[src/rtl/ibus_responder.sv]
// Instruction-bus fetch responder: turns a held fetch request into a single
// synchronous memory read, with optional wait states, fault screening and a response counter.
package ibus_pkg;
  typedef struct packed {
    logic        valid;
    logic [63:0] addr;
  } ibus_req_t;

  typedef struct packed {
    logic        addr_ok;
    logic        data_ok;
    logic [31:0] data;
  } ibus_resp_t;
endpackage

module ibus_responder
  import ibus_pkg::*;
#(
  parameter int unsigned WAIT_CYCLES = 0,
  parameter int unsigned MEM_AW      = 12,
  parameter logic [63:0] BASE        = 64'h8000_0000
) (
  input  logic              clk,
  input  logic              rst,
  input  ibus_req_t         ibus_req,
  output ibus_resp_t        ibus_resp,
  output logic              mem_en,
  output logic [MEM_AW-1:0] mem_addr,
  input  logic [31:0]       mem_rdata,
  output logic              fault,
  output logic [31:0]       resp_count
);

  typedef enum logic [1:0] {
    S_IDLE = 2'd0,
    S_WAIT = 2'd1,
    S_READ = 2'd2,
    S_RESP = 2'd3
  } state_t;

  localparam logic [3:0] WAIT_LD   = 4'(WAIT_CYCLES);
  localparam logic       HAS_WAITS = (WAIT_CYCLES != 0);

  state_t      state_q, state_d;
  logic [63:0] req_addr_q, req_addr_d;
  logic [3:0]  wcnt_q, wcnt_d;
  logic        flt_q, flt_d;
  logic [31:0] cnt_q, cnt_d;
  logic        match_s;

  // Misaligned, below the window, or past the last backing word.
  function automatic logic addr_fault(input logic [63:0] a);
    logic [63:0] off;
    off = a - BASE;
    return (a[1:0] != 2'b00) || (a < BASE) || ((off >> (MEM_AW + 2)) != 64'd0);
  endfunction

  function automatic logic [MEM_AW-1:0] word_index(input logic [63:0] a);
    return MEM_AW'((a - BASE) >> 2);
  endfunction

  assign match_s = ibus_req.valid && (ibus_req.addr == req_addr_q);

  // State and transaction registers.
  always_ff @(posedge clk or negedge rst) begin
    if (!rst) begin
      state_q    <= S_IDLE;
      req_addr_q <= 64'd0;
      wcnt_q     <= 4'd0;
      flt_q      <= 1'b0;
      cnt_q      <= 32'd0;
    end else begin
      state_q    <= state_d;
      req_addr_q <= req_addr_d;
      wcnt_q     <= wcnt_d;
      flt_q      <= flt_d;
      cnt_q      <= cnt_d;
    end
  end

  // Next-state logic; RESP accepts a new request exactly like IDLE.
  always_comb begin
    state_d    = state_q;
    req_addr_d = req_addr_q;
    wcnt_d     = wcnt_q;
    flt_d      = flt_q;
    cnt_d      = (state_q == S_RESP) ? (cnt_q + 32'd1) : cnt_q;
    case (state_q)
      S_IDLE, S_RESP: begin
        if (ibus_req.valid) begin
          req_addr_d = ibus_req.addr;
          flt_d      = addr_fault(ibus_req.addr);
          wcnt_d     = WAIT_LD;
          state_d    = HAS_WAITS ? S_WAIT : S_READ;
        end else begin
          state_d = S_IDLE;
        end
      end
      S_WAIT: begin
        wcnt_d = wcnt_q - 4'd1;
        if (!match_s) begin
          state_d = S_IDLE;
        end else if (wcnt_q == 4'd1) begin
          state_d = S_READ;
        end else begin
          state_d = S_WAIT;
        end
      end
      S_READ: begin
        if (match_s) begin
          state_d = S_RESP;
        end else begin
          state_d = S_IDLE;
        end
      end
      default: begin
        state_d = S_IDLE;
      end
    endcase
  end

  // Outputs decode only from registered state, so reset forces them low at once.
  always_comb begin
    ibus_resp = '0;
    mem_en    = 1'b0;
    mem_addr  = '0;
    fault     = 1'b0;
    case (state_q)
      S_READ: begin
        mem_en   = !flt_q;
        mem_addr = word_index(req_addr_q);
      end
      S_RESP: begin
        ibus_resp.addr_ok = 1'b1;
        ibus_resp.data_ok = 1'b1;
        ibus_resp.data    = flt_q ? 32'h0 : mem_rdata;
        fault             = flt_q;
      end
      default: begin
        ibus_resp = '0;
      end
    endcase
  end

  assign resp_count = cnt_q;

endmodule

[config.mk]
export PLATFORM = sky130hd
export DESIGN_NAME = ibus_responder
export DESIGN_NICKNAME = d
export VERILOG_FILES = /design/src/rtl/ibus_responder.sv
export SDC_FILE = /design/constraint.sdc
export NUM_CORES = 1
export LEC_CHECK = 0
export ABC_AREA = 1
export CORE_MARGIN = 2
export CORE_UTILIZATION = 32
export DETAILED_ROUTE_END_ITERATION = 8
export DONT_BUFFER_PORTS = 1
export SETUP_SLACK_MARGIN = 0.2
export SYNTH_ARGS = -nofsm -noshare
export SYNTH_HDL_FRONTEND = slang
export SYNTH_SLANG_ARGS = --single-unit
[constraint.sdc]
create_clock -name clk -period 1.7 [get_ports clk]
set_input_delay 0.17 -clock clk [delete_from_list [all_inputs] [get_ports clk]]
set_output_delay 0.17 -clock clk [all_outputs]
set_load 0.02 [all_outputs]
==> impl_metrics.tcl <==
set metrics [dict create \
    worstSetupPathType "reg2out" \
    violations "hold timing, setup timing" \
    relSlewSlack_pct 63.7 \
    drc_errors 0 \
    multi_input_area_sq_um 4410 \
    max_freq_mhz 540 \
    syn_area_per_cell_sq_um 7.07 \
    drv_cap 0 \
    grt_max_degree 104 \
    synth_cell_types 39 \
    ys_ff_latch 103 \
    worst_setup_path_start_kind "register" \
    fillCellCount 1795 \
    finalCritPeriodShare_pct 109 \
    internal_power_w 0.00444 \
    clock-root-buffer "clkbuf_16" \
    power_density_nw_per_um2 611 \
    clock_path_buffers 2 \
    grt_pass1_vias 6853 \
    syn-cell-area_sq_um 6550 \
    synth_nets 1033 \
    htreeDepth 3 \
    seqPwrFrac_pct 44.6 \
    synth_top_area_cell "dfrtp_1" \
    seq_area_sq_um 2580 \
    antenna_cells 0 \
    pwr-share-comb_pct 25.0 \
    end_kind "primary output" \
    power.switching_w 0.00205 \
    num_io_pins 179 \
    finalNonFillerCells 1387 \
    clk_latency_ns 0.36 \
    place_area_sq_um 7560 \
    fin_crit_ns 1.85 \
    critPathLaunch "state_q[1]" \
    ys_warn_count 0 \
    vias 7047 \
    synth-seq-area-share_pct 39.4 \
    worst_pin_slew_ns 0.541 \
    yosysMostFrequentCell "nand2_1" \
    stdcell_area_sq_um 10600 \
    holdWs_ns -0.490 \
    final_antenna_net_count 0 \
    dr.pass1.iters 5 \
    via_per_inst 5.08 \
    core_area_sq_um 20200 \
    start_util_pct 32.5 \
    area_growth_pct 62.2 \
    cts_tree "done" \
    synth_common_cells "nand2_1 (249), inv_1 (144), nor2_1 (142)" \
    synth_edf_count 0 \
    grtUsageTotal_pct 22.0 \
    setup_viol_count_final 58 \
    rsz0062_at_grt "true" \
    die_area_sq_um 21600 \
    leakagePower_nw 5.15 \
    place_ws_ns -0.112 \
    rows 52 \
    die_w_um 147 \
    synth_area_leaders "dfrtp_1 (39%), nand2_1 (14%), inv_1 (8.3%)" \
    status "complete, but fails checks" \
    p_clk_share_pct 30.4 \
    synth-async-reset-ratio_pct 100 \
    fin_nets 1219 \
    layout_setup_ws_ns -0.153 \
    path_clk_slew_ns 0.07 \
    sw_frac_of_total_pct 31.6 \
    gp_congestion 0.892 \
    dp.cells 1270 \
    dp_hpwl_um 15400 \
    hold_path.class "in2async" \
    hold_viol 103 \
    crit_arrival_ns 1.68 \
    path_max_fanout 8 \
    portBuffers 0 \
    fin_worst_skew_ns 0.00968 \
    synth_ff_type "dfrtp_1" \
    critPathRequiredTime_ns 1.53 \
    maxSlewViolCount 0 \
    clkSinkCount 103 \
    grt.overflow.total 0 \
    reg2reg_from "state_q[0]" \
    drive_gt1_share_pct 37.5 \
    antenna_found_initial 0 \
    synthCells 927 \
    fin_util_pct 52.7 \
    avgRoutedWirePerCell_um 17.8 \
    hold_buffers 36 \
    drtIter0Drc 518 \
    finalWirelength_um 24600 \
    die_height_um 147 \
    ir_drop_uv 487 \
    cts_inserted_buffers 9 \
    grt_pass1_wl_um 37100 \
    synth_top_area_share_pct 39.4 \
]
-- power by group through the flow --
stage          clock network, W  logic [W]  registers, W
3_5_place_dp                  0   0.000794       0.00286
4_1_cts                 0.00200    0.00139       0.00287
6_report                0.00197    0.00162       0.00290
2_1_floorplan                 0   0.000610       0.00282
5_1_grt                 0.00211    0.00174       0.00292
3_3_place_gp                  0   0.000779       0.00286
-- final cells by class --
| cell class | count | area share (%) |
|---|---|---|
| Clock buffer | 9 | 2.12 |
| Sequential cell | 103 | 24.3 |
| Clock inverter | 6 | 0.447 |
| Tap cell | 270 | 3.18 |
| Multi-Input combinational cell | 659 | 41.5 |
| Inverter | 145 | 5.66 |
| Timing Repair Buffer | 195 | 22.8 |
-- critical path, stage by stage (launching register included) --
cell and delay, ns:
dfrtp_1 0.42, ha_4 0.22, buf_12 0.17, nand2_8 0.09, clkbuf_16 0.21, nor2_4 0.10, buf_6 0.12
-- layout by cell type, fill, tap and decap left out, types with 22 or more instances in the layout --
master / netlist / layout
nand2_1: 249 / 175
inv_1: 144 / 123
nor2_1: 142 / 99
dfrtp_1: 103 / 97
buf_6: 0 / 62
buf_4: 3 / 60
o21ai_2: 0 / 46
nor2_4: 7 / 45
nand2_2: 7 / 42
dlygate4sd3_1: 0 / 35
nand2_4: 0 / 34
xor2_1: 31 / 30
nand3_1: 29 / 27
o21ai_1: 4 / 22
buf_16: 0 / 22
-- logic make-up (layout without fill, tap and decap cells) --
family                     Yosys count  in the layout  synth area share (%)
and+or+nand+nor                    486            486                  33.1
buffers and inverters              165            355                  9.63
AOI/OAI and AO/OA                  114            114                  9.51
DFF                                103            103                  39.4
xor gates and xnor gates            51             51                  6.93
adders and majority gates            7              7                  1.34
muxes                                1              1                 0.172
-- what timing repair did --
action	CTS	global route
pin swaps	33	48
setup endpoints to repair	118	139
resized for setup	309	177
setup buffers	23	19
cloned	21	3
hold endpoints to repair	139	103
-- sequential cells by signal (all words and copies together) (netlist names) --
| name | cells |
|---|---|
| flt_q | 1 |
| req_addr_q | 64 |
| resp_count | 32 |
| state_q | 2 |
| wcnt_q | 4 |
-- through the flow --
| stage | TNS (ns) | power (W) |
|---|---|---|
| 6_report | -4.94 | 0.00649 |
| 5_1_grt | -9.70 | 0.00677 |
| 4_1_cts | -3.87 | 0.00625 |
| 3_5_place_dp | -0.455 | 0.00365 |
| 3_3_place_gp | -0.203 | 0.00364 |
| 2_1_floorplan | -1.14 | 0.00343 |
-- path summary, 6_finish.rpt --
check                      cells after the start              to  slack, ns
max                                            6    ibus_resp[2]      -0.15
min                                            0  resp_count[13]      -0.49
max reg2reg                                   12       wcnt_q[3]      -0.13
min reg2reg                                    1  resp_count[24]       0.49
max in group asynchronous                      0   req_addr_q[2]       1.96
min in group clk                               2  req_addr_q[38]       0.01
-- metal layers --
metal	track usage, %	routed length [um]	share of wire [%]
met5	0	0	0
met4	9.90	1020	4.1
met3	5.00	2100	8.5
met2	34.3	11700	47
met1	29.1	9850	40
No activity file was read; power rests on OpenSTA's default activity.
